===== src/rtl/network_pkg.sv =====
// Shared state encoding and default parameters for the conv-network pass sequencer.
package network_pkg;

  localparam int unsigned DEF_NUM_LAYERS = 4;
  localparam int unsigned DEF_CW         = 32;
  localparam int unsigned DEF_TIMEOUT    = 1024;
  localparam logic [15:0] OVERRUN_MAX    = 16'hFFFF;

  typedef enum logic [2:0] {
    ST_IDLE,
    ST_SHIFT,
    ST_START,
    ST_WAIT,
    ST_CACHE,
    ST_OUTPUT
  } seq_state_t;

endpackage


===== src/rtl/rising_edge_detect.sv =====
// Registered rising-edge detector; prev resets high so a level already high at
// reset release is not mistaken for an edge.
module rising_edge_detect (
  input  logic clk,
  input  logic rst,
  input  logic din,
  output logic rise
);

  logic prev;

  always_ff @(posedge clk or posedge rst) begin
    if (rst) prev <= 1'b1;
    else     prev <= din;
  end

  assign rise = din & ~prev;

endmodule


===== src/rtl/network_sequencer.sv =====
// Sequences one pass of NUM_LAYERS conv layers per audio sample edge and keeps
// latency / overrun / timeout statistics.
module network_sequencer
  import network_pkg::*;
#(
  parameter int unsigned NUM_LAYERS = DEF_NUM_LAYERS,
  parameter int unsigned CW         = DEF_CW,
  parameter int unsigned TIMEOUT    = DEF_TIMEOUT
) (
  input  logic                  clk,
  input  logic                  rst,
  input  logic                  sample_clk,
  input  logic                  enable,
  input  logic                  clr_stats,
  input  logic [NUM_LAYERS-1:0] layer_done,
  output logic                  lsb_strobe,
  output logic [NUM_LAYERS-1:0] layer_start,
  output logic [NUM_LAYERS-2:0] cache_strobe,
  output logic                  out_strobe,
  output logic                  busy,
  output logic [15:0]           overrun_count,
  output logic                  timeout_err,
  output logic [CW-1:0]         last_latency,
  output logic [CW-1:0]         max_latency
);

  localparam int unsigned IW = $clog2(NUM_LAYERS);
  localparam int unsigned TW = $clog2(TIMEOUT) + 1;
  localparam logic [IW-1:0] LAST_IDX   = IW'(NUM_LAYERS - 1);
  localparam logic [TW-1:0] TIMER_LAST = TW'(TIMEOUT - 1);

  seq_state_t    state, state_next;
  logic [IW-1:0] idx;
  logic [TW-1:0] timer;
  logic [CW-1:0] pass_cnt;
  logic [CW-1:0] pass_cnt_inc;
  logic          sample_rise;
  logic          cur_done;
  logic          wait_expired;

  rising_edge_detect u_edge (
    .clk  (clk),
    .rst  (rst),
    .din  (sample_clk),
    .rise (sample_rise)
  );

  assign cur_done     = layer_done[idx];
  assign wait_expired = (state == ST_WAIT) && !cur_done && (timer == TIMER_LAST);
  assign pass_cnt_inc = (pass_cnt == '1) ? pass_cnt : pass_cnt + 1'b1;

  always_ff @(posedge clk or posedge rst) begin
    if (rst) state <= ST_IDLE;
    else     state <= state_next;
  end

  always_comb begin
    state_next   = state;
    lsb_strobe   = 1'b0;
    out_strobe   = 1'b0;
    busy         = (state != ST_IDLE);
    layer_start  = '0;
    cache_strobe = '0;

    unique case (state)
      ST_IDLE:   if (sample_rise && enable) state_next = ST_SHIFT;
      ST_SHIFT:  state_next = ST_START;
      ST_START:  state_next = ST_WAIT;
      ST_WAIT: begin
        if (cur_done)          state_next = (idx == LAST_IDX) ? ST_OUTPUT : ST_CACHE;
        else if (wait_expired) state_next = ST_IDLE;
      end
      ST_CACHE:  state_next = ST_START;
      ST_OUTPUT: state_next = ST_IDLE;
      default:   state_next = ST_IDLE;
    endcase

    lsb_strobe = (state == ST_SHIFT);
    out_strobe = (state == ST_OUTPUT);
    for (int unsigned i = 0; i < NUM_LAYERS; i++)
      layer_start[i] = (state == ST_START) && (idx == IW'(i));
    for (int unsigned i = 0; i < NUM_LAYERS - 1; i++)
      cache_strobe[i] = (state == ST_CACHE) && (idx == IW'(i));
  end

  // pass_cnt holds the cycles already spent in the pass, so OUTPUT reports pass_cnt+1.
  always_ff @(posedge clk or posedge rst) begin
    if (rst) begin
      idx      <= '0;
      timer    <= '0;
      pass_cnt <= '0;
    end else begin
      unique case (state)
        ST_SHIFT: begin
          idx      <= '0;
          pass_cnt <= CW'(1);
        end
        ST_START: begin
          timer    <= '0;
          pass_cnt <= pass_cnt_inc;
        end
        ST_WAIT: begin
          if (!cur_done && !wait_expired) timer <= timer + 1'b1;
          pass_cnt <= pass_cnt_inc;
        end
        ST_CACHE: begin
          idx      <= idx + 1'b1;
          pass_cnt <= pass_cnt_inc;
        end
        ST_OUTPUT: pass_cnt <= pass_cnt_inc;
        default: ;
      endcase
    end
  end

  always_ff @(posedge clk or posedge rst) begin
    if (rst) begin
      overrun_count <= '0;
      timeout_err   <= 1'b0;
      last_latency  <= '0;
      max_latency   <= '0;
    end else begin
      if (state == ST_OUTPUT) last_latency <= pass_cnt_inc;

      if (clr_stats) begin
        overrun_count <= '0;
        timeout_err   <= 1'b0;
        max_latency   <= '0;
      end else begin
        if (sample_rise && (state != ST_IDLE) && (overrun_count != OVERRUN_MAX))
          overrun_count <= overrun_count + 1'b1;
        if (wait_expired)
          timeout_err <= 1'b1;
        if ((state == ST_OUTPUT) && (pass_cnt_inc > max_latency))
          max_latency <= pass_cnt_inc;
      end
    end
  end

endmodule

===== config.mk =====
export PLATFORM = sky130hd
export DESIGN_NAME = network_sequencer
export DESIGN_NICKNAME = d
export VERILOG_FILES = /design/src/rtl/network_pkg.sv /design/src/rtl/rising_edge_detect.sv /design/src/rtl/network_sequencer.sv
export SDC_FILE = /design/constraint.sdc
export NUM_CORES = 1
export LEC_CHECK = 0
export BUFFER_PORTS_ARGS = -buffer_cell sky130_fd_sc_hd__clkbuf_2
export CORE_AREA = 2 2 147 149
export DETAILED_ROUTE_END_ITERATION = 12
export DIE_AREA = 0 0 149 151
export GPL_TIMING_DRIVEN = 0
export PLACE_DENSITY = 0.59
export SLEW_MARGIN = 20
export SYNTH_ARGS = -nofsm -noshare
export SYNTH_HDL_FRONTEND = slang
export SYNTH_SLANG_ARGS = --single-unit

===== constraint.sdc =====
create_clock -name clk -period 6 [get_ports clk]
set_input_delay 1.2 -clock clk [delete_from_list [all_inputs] [get_ports clk]]
set_output_delay 1.2 -clock clk [all_outputs]
set_load 0.02 [all_outputs]

Yosys cells after proc, flatten, opt, wreduce, memory -nomap -nowiden
Index checks and enable logic that the tools add are counted.
{"block": "word_totals", "elab_cells": 78, "input_bits": 9, "reg_bits": 130}
{"block": "op_classes", "n_mux": 18, "n_eq_ne": 14, "magnitude_cmp": 2, "addsub": 4, "n_reduce_logical": 29, "bitwise": 2}
{"operator": "two-way mux 32 bit", "n": 3}
{"operator": "case mux 32 bit (2 select lines)", "n": 1}
{"operator": "adder 32 x 1 -> 32 bit (second input constant)", "n": 1}
{"operator": "== test 32 bit (second input constant)", "n": 1}
{"operator": "greater-than comparator 32 bit", "n": 1}
{"operator": "two-way mux 16 bit", "n": 2}
{"operator": "case mux 11 bit (2 select lines)", "n": 1}
{"operator": "adder 16 x 1 -> 16 bit (second input constant)", "n": 1}
{"operator": "!= test 16 bit (second input constant)", "n": 1}
{"operator": "logical AND 1 bit", "n": 14}
{"operator": "case mux 3 bit (4 select lines)", "n": 1}
{"operator": "nonzero test 2 bit", "n": 6}
{"operator": "adder 11 x 1 -> 11 bit (second input constant)", "n": 1}
{"operator": "== test 11 x 10 -> 1 bit (second input constant)", "n": 1}
{"operator": "two-way mux 11 bit", "n": 1}
{"operator": "two-way mux 3 bit", "n": 3}
{"operator": "== test 3 x 2 -> 1 bit (second input constant)", "n": 2}
{"operator": "== test 3 bit (second input constant)", "n": 2}
{"operator": "== test 2 bit (second input constant)", "n": 2}
{"operator": "two-way mux 1 bit", "n": 4}
{"operator": "case mux 2 bit (2 select lines)", "n": 1}
{"operator": "AND reduction 2 bit", "n": 2}
{"operator": "OR reduction 4 bit", "n": 1}
{"operator": "== test 3 x 1 -> 1 bit (second input constant)", "n": 1}
{"operator": "other kinds (14)", "n": 15}

Longest topological paths before layout
{"block": "depth", "depth_word": 9, "depth_mapped": 16, "mapped_depth_nobuf": 14}

Modules after synthesis
A second synthesis with hierarchy kept.
{"block": "unflattened", "cells_unflattened": 799, "area_unflattened_um2": 7259.5}
{"mod": "network_sequencer", "instances": 1, "cells_per_inst": 796, "area_each_um2": 7215.7}
{"mod": "rising_edge_detect", "instances": 1, "cells_per_inst": 3, "area_each_um2": 43.8}

Worst setup path after synthesis
OpenSTA, ideal clock, no wires.
{"block": "synth_path", "kind": "register -> register", "start": "register pass_cnt[0]", "end": "register max_latency[15]", "arrival_ns": 3.715, "setup_slack_ns": 2.191, "path_stages_with_launch": 17, "t_required_ns": 5.906, "path_cell_list": "dfrtp_1 ha_1 buf_2 nand3_1 nor2_1 nand3_1 or3_1 xor2_1 inv_1 ha_1 nand4_1 nor4_1 nor3b_1 o31a_1 buf_1 nor3_1 a211oi_1"}
{"block": "synth_via", "elab_chain_cells": 5, "word_cells_on_any_way": 8, "cone_classes": "add/sub: 1; order compare: 1; eq/ne: 1; mux: 3; reduce/logical: 2"}
{"item": "start: declaration", "line_no": "network_sequencer.sv:35", "source": "logic [CW-1:0] pass_cnt;"}
{"item": "start signal: assignment", "line_no": "network_sequencer.sv:100", "source": "pass_cnt <= pass_cnt_inc;"}
{"item": "start signal: assignment", "line_no": "network_sequencer.sv:104", "source": "pass_cnt <= pass_cnt_inc;"}
{"item": "start signal: assignment", "line_no": "network_sequencer.sv:108", "source": "pass_cnt <= pass_cnt_inc;"}
{"item": "adder 32 x 1 -> 32 bit or == test 32 bit (tied branches)", "line_no": "network_sequencer.sv:50", "source": "assign pass_cnt_inc = (pass_cnt == '1) ? pass_cnt : pass_cnt + 1'b1;"}
{"item": "two-way mux 32 bit (*)", "line_no": "network_sequencer.sv:50"}
{"item": "via pass_cnt_inc[30]", "line_no": "network_sequencer.sv:36", "source": "logic [CW-1:0] pass_cnt_inc;"}
{"item": "greater-than comparator 32 bit (*)", "line_no": "network_sequencer.sv:134", "source": "if ((state == ST_OUTPUT) && (pass_cnt_inc > max_latency))"}
{"item": "logical AND 1 bit (*)", "line_no": "network_sequencer.sv:134"}
{"item": "nonzero test 2 bit (no source line) (*)"}
{"item": "end signal: assignment", "line_no": "network_sequencer.sv:135", "source": "max_latency <= pass_cnt_inc;"}
{"item": "end: declaration", "line_no": "network_sequencer.sv:24", "source": "output logic [CW-1:0] max_latency"}
The timed path passes the listed nets; every way through them passes the cells marked *. The select of a mux whose other input is x is not followed.
A chain may end at the register's enable or synchronous reset.

Worst setup path after layout
{"block": "layout_path", "start": "register pass_cnt[0]", "end": "register max_latency[11]"}
The elaborated chain is that of the path after synthesis.

==> qor.yml <==
outcome:
  status: "complete, no violations"
worst_setup_path:
  path_class: "reg2reg"
  cp_cell_sequence: "ha_1, buf_2, nand3_1, nor2_1, nand3_1, or3_1, xor2_1, inv_1, ha_1, nand4_1, nor4_1, nor3b_1, o31a_1, clkbuf_1, nor3_1, a211oi_1"
  critPathBufInv: 3
  cpPeakStageDelay_ns: 0.48
  arrival_ns: 5.16
  critPathCaptureType: "flop"
  cp_max_fo: 10
  cp.required_ns: 6.33
  startpoint_type: "flop"
  slowest_stage: "nor4_1"
  crit_family: "simple AND/OR/NAND/NOR gates"
yosys:
  synth_top_area_share_pct: 44.9
  netlist_top_cells_count: "dfrtp_1 (129), nand2_1 (89), o21ai_0 (63), inv_1 (61), nor2_1 (49)"
  yosys_register_bits: 130
  yosysMostFrequentCell: "dfrtp_1"
  syn-num-nets: 820
  synthAdderAreaFrac_pct: 6.79
  netlist_top_cells_area: "dfrtp_1 (45%), ha_1 (6.8%), nand2_1 (4.6%)"
  synth-compound-area-share_pct: 14.9
  async_flop_share_pct: 100
  synthSimpleGateAreaFrac_pct: 19.8
  synth.mux.area_fraction_pct: 1.88
  yosysTopAreaCell: "dfrtp_1"
  ys_seq_area_share_pct: 45.3
  netlist_area_mm2: 0.00719
  ys_types: 53
  ys.warnings.count: 0
  synth-xor-area-share_pct: 6.32
  synth_edf_count: 0
  synth_top_family_by_area: "simple AND/OR/NAND/NOR gates"
  postSynthAreaPerCell_um2: 9.31
  syn_inst: 772
  synth_ff_type: "dfrtp_1"
final_layout:
  final_core_util_pct: 41.9
  final_cells: 1179
  antenna_cells: 0
  stdcell_area_mm2: 0.00872
  fillCellCount: 2142
  drive_gt1_share_pct: 17.8
  area_growth_syn_to_layout_pct: 21.4
  nets: 939
power_and_ir_drop:
  cellLeakagePower_nw: 4.18
  p_per_area_mw_per_mm2: 350
  irDropWorstVdd_v: 0.000208
  fin_total_pwr_mw: 3.05
global_routing:
  grt_overflow_total: 0
  grt_max_degree: 73
  antenna_found_initial: 0
  grtUsageTotal_pct: 18.2
  grt_pass1_wl_um: 32100
  grt_pass1_vias: 6079
floorplan:
  die_h_um: 151
  boundaryPins: 100
  core_mm2: 0.0208
  die_width_um: 149
  rows: 53
  initial_core_util_pct: 34.5
  die_area_mm2: 0.0225
timing:
  fin_skew_ns: 0.00860
  finalWorstSetupSlack_ns: 1.17
  fmax_mhz: 207
  finalMaxSlewViolations: 0
  tightest_slew_ns: 0.769
  hold_violations: 0
  whs_ns: 0.479
  rsz0062_at_grt: "no"
  slew_headroom_pct: 48.3
  fin_tns_setup_ns: 0
  setup_viol: 0
  min_period_ns: 4.83
  post-route-period-util_pct: 80.5
clocking:
  cts_made_buffers: 17
  postCtsSetupRepairBufs: 0
  clk_path_buf_depth: 2
  clkTransAtPathRegs_ns: 0.06
  cts.htree.levels: 4
  cts.sinks: 130
  hold_buffers: 0
  cts-root-buf: "clkbuf_16"
  ctsResizeCount: 0
  clkLatencyLatePin_ns: 0.43
  cts_tree: "yes"
route:
  routed_wl_um: 19600
  viasPerCell: 5.24
  first_pass_iters: 4
  drc: 0
  routedWlPerCell_um: 16.6
  drt_iter0_markers: 334
  vias: 6175
  postRouteAntennaNets: 0
place:
  place.gp.congestion: 0.809
  dpl.hpwl_um: 14400
  place_inst: 1147
  port_buffers: 99
  place_ws_ns: 1.26
  dpl_cell_area_mm2: 0.00806
run:
  cap_violations: 0
hold_path:
  hp-class: "reg2reg"
[sequential cells by signal, indices dropped and copies added (netlist names)]
name           cells
pass_cnt          32
max_latency       32
idx                2
overrun_count     16
last_latency      32
state              3
timer             11
timeout_err        1
u_edge.prev        1
[cell usage in the layout (no fill, tap or decap), types with 3 or more instances in the layout]
| cell | n |
|---|---|
| xor2_1 | 28 |
| nand3_1 | 25 |
| nand2b_1 | 3 |
| nor2_1 | 49 |
| nor2b_1 | 4 |
| clkinvlp_4 | 4 |
| a21o_1 | 6 |
| nor4_1 | 8 |
| bufinv_16 | 5 |
| o31ai_1 | 8 |
| inv_1 | 60 |
| nor3b_1 | 3 |
| o211a_1 | 3 |
| or3_1 | 6 |
| nand4_1 | 28 |
| ha_1 | 39 |
| a21oi_1 | 32 |
| and3_1 | 13 |
| nand2_1 | 89 |
| a2111oi_0 | 3 |
| buf_2 | 3 |
| and4_1 | 8 |
| xnor2_1 | 22 |
| dfrtp_1 | 129 |
| a31oi_1 | 4 |
| and2_1 | 6 |
| mux2_2 | 10 |
| o21ai_0 | 63 |
| a211oi_1 | 29 |
| nor3_1 | 30 |
| clkbuf_1 | 29 |
| clkbuf_16 | 17 |
| clkbuf_2 | 99 |
[cell type report]
type	instances	area [um^2]	area share, %
Clock inverter	13	208	2.38
Clock buffer	19	453	5.19
Inverter	61	236	2.71
Timing Repair Buffer	100	523	6.00
Buffer	34	131	1.51
Tap cell	275	344	3.95
Sequential cell	130	3250	37.3
Multi-Input combinational cell	547	3570	40.9
[report_power, final]
part	total, mW	internal (mW)	switching, mW
logic	0.869	0.271	0.598
clock network	1.16	0.758	0.405
registers	1.02	0.948	0.0706
total	3.05	1.98	1.07
[worst paths after layout]
kind | cells after the start | to | slack [ns] | from
max | 16 | max_latency[11] | 1.17 | pass_cnt[0]
min | 2 | last_latency[22] | 0.48 | last_latency[22]
max reg2reg | 16 | max_latency[11] | 1.17 | pass_cnt[0]
min reg2reg | 2 | last_latency[22] | 0.48 | last_latency[22]
max in group asynchronous | 3 | max_latency[23] | 4.48 | rst
min in group asynchronous | 2 | overrun_count[3] | 0.79 | rst
[worst reg2reg max path, cell delays in order, from the launching register on]
cell,delay (ns)
dfrtp_1,0.42
ha_1,0.24
buf_2,0.30
nand3_1,0.11
nor2_1,0.30
nand3_1,0.20
or3_1,0.37
xor2_1,0.36
inv_1,0.09
ha_1,0.31
nand4_1,0.17
nor4_1,0.48
nor3b_1,0.32
o31a_1,0.28
clkbuf_1,0.45
nor3_1,0.10
a211oi_1,0.23
[logic make-up after synthesis]
kind of cell    after synthesis
flops                       130
buf+inv                      95
compound gates              164
xor+xnor                     51
fa+ha+maj                    39
mux                          11
simple gates                282
[per-layer routing]
layer  vias to the layer above  GRT usage (%)  part of all wire, %
met3                        27           3.70                  4.5
met4                         0           5.90                  1.7
li1                       2971              -                    -
met5                         -              0                    0
met1                      3054           25.0                   47
met2                       123           28.9                   47
Note: power is estimated with default switching activity, not from simulation.
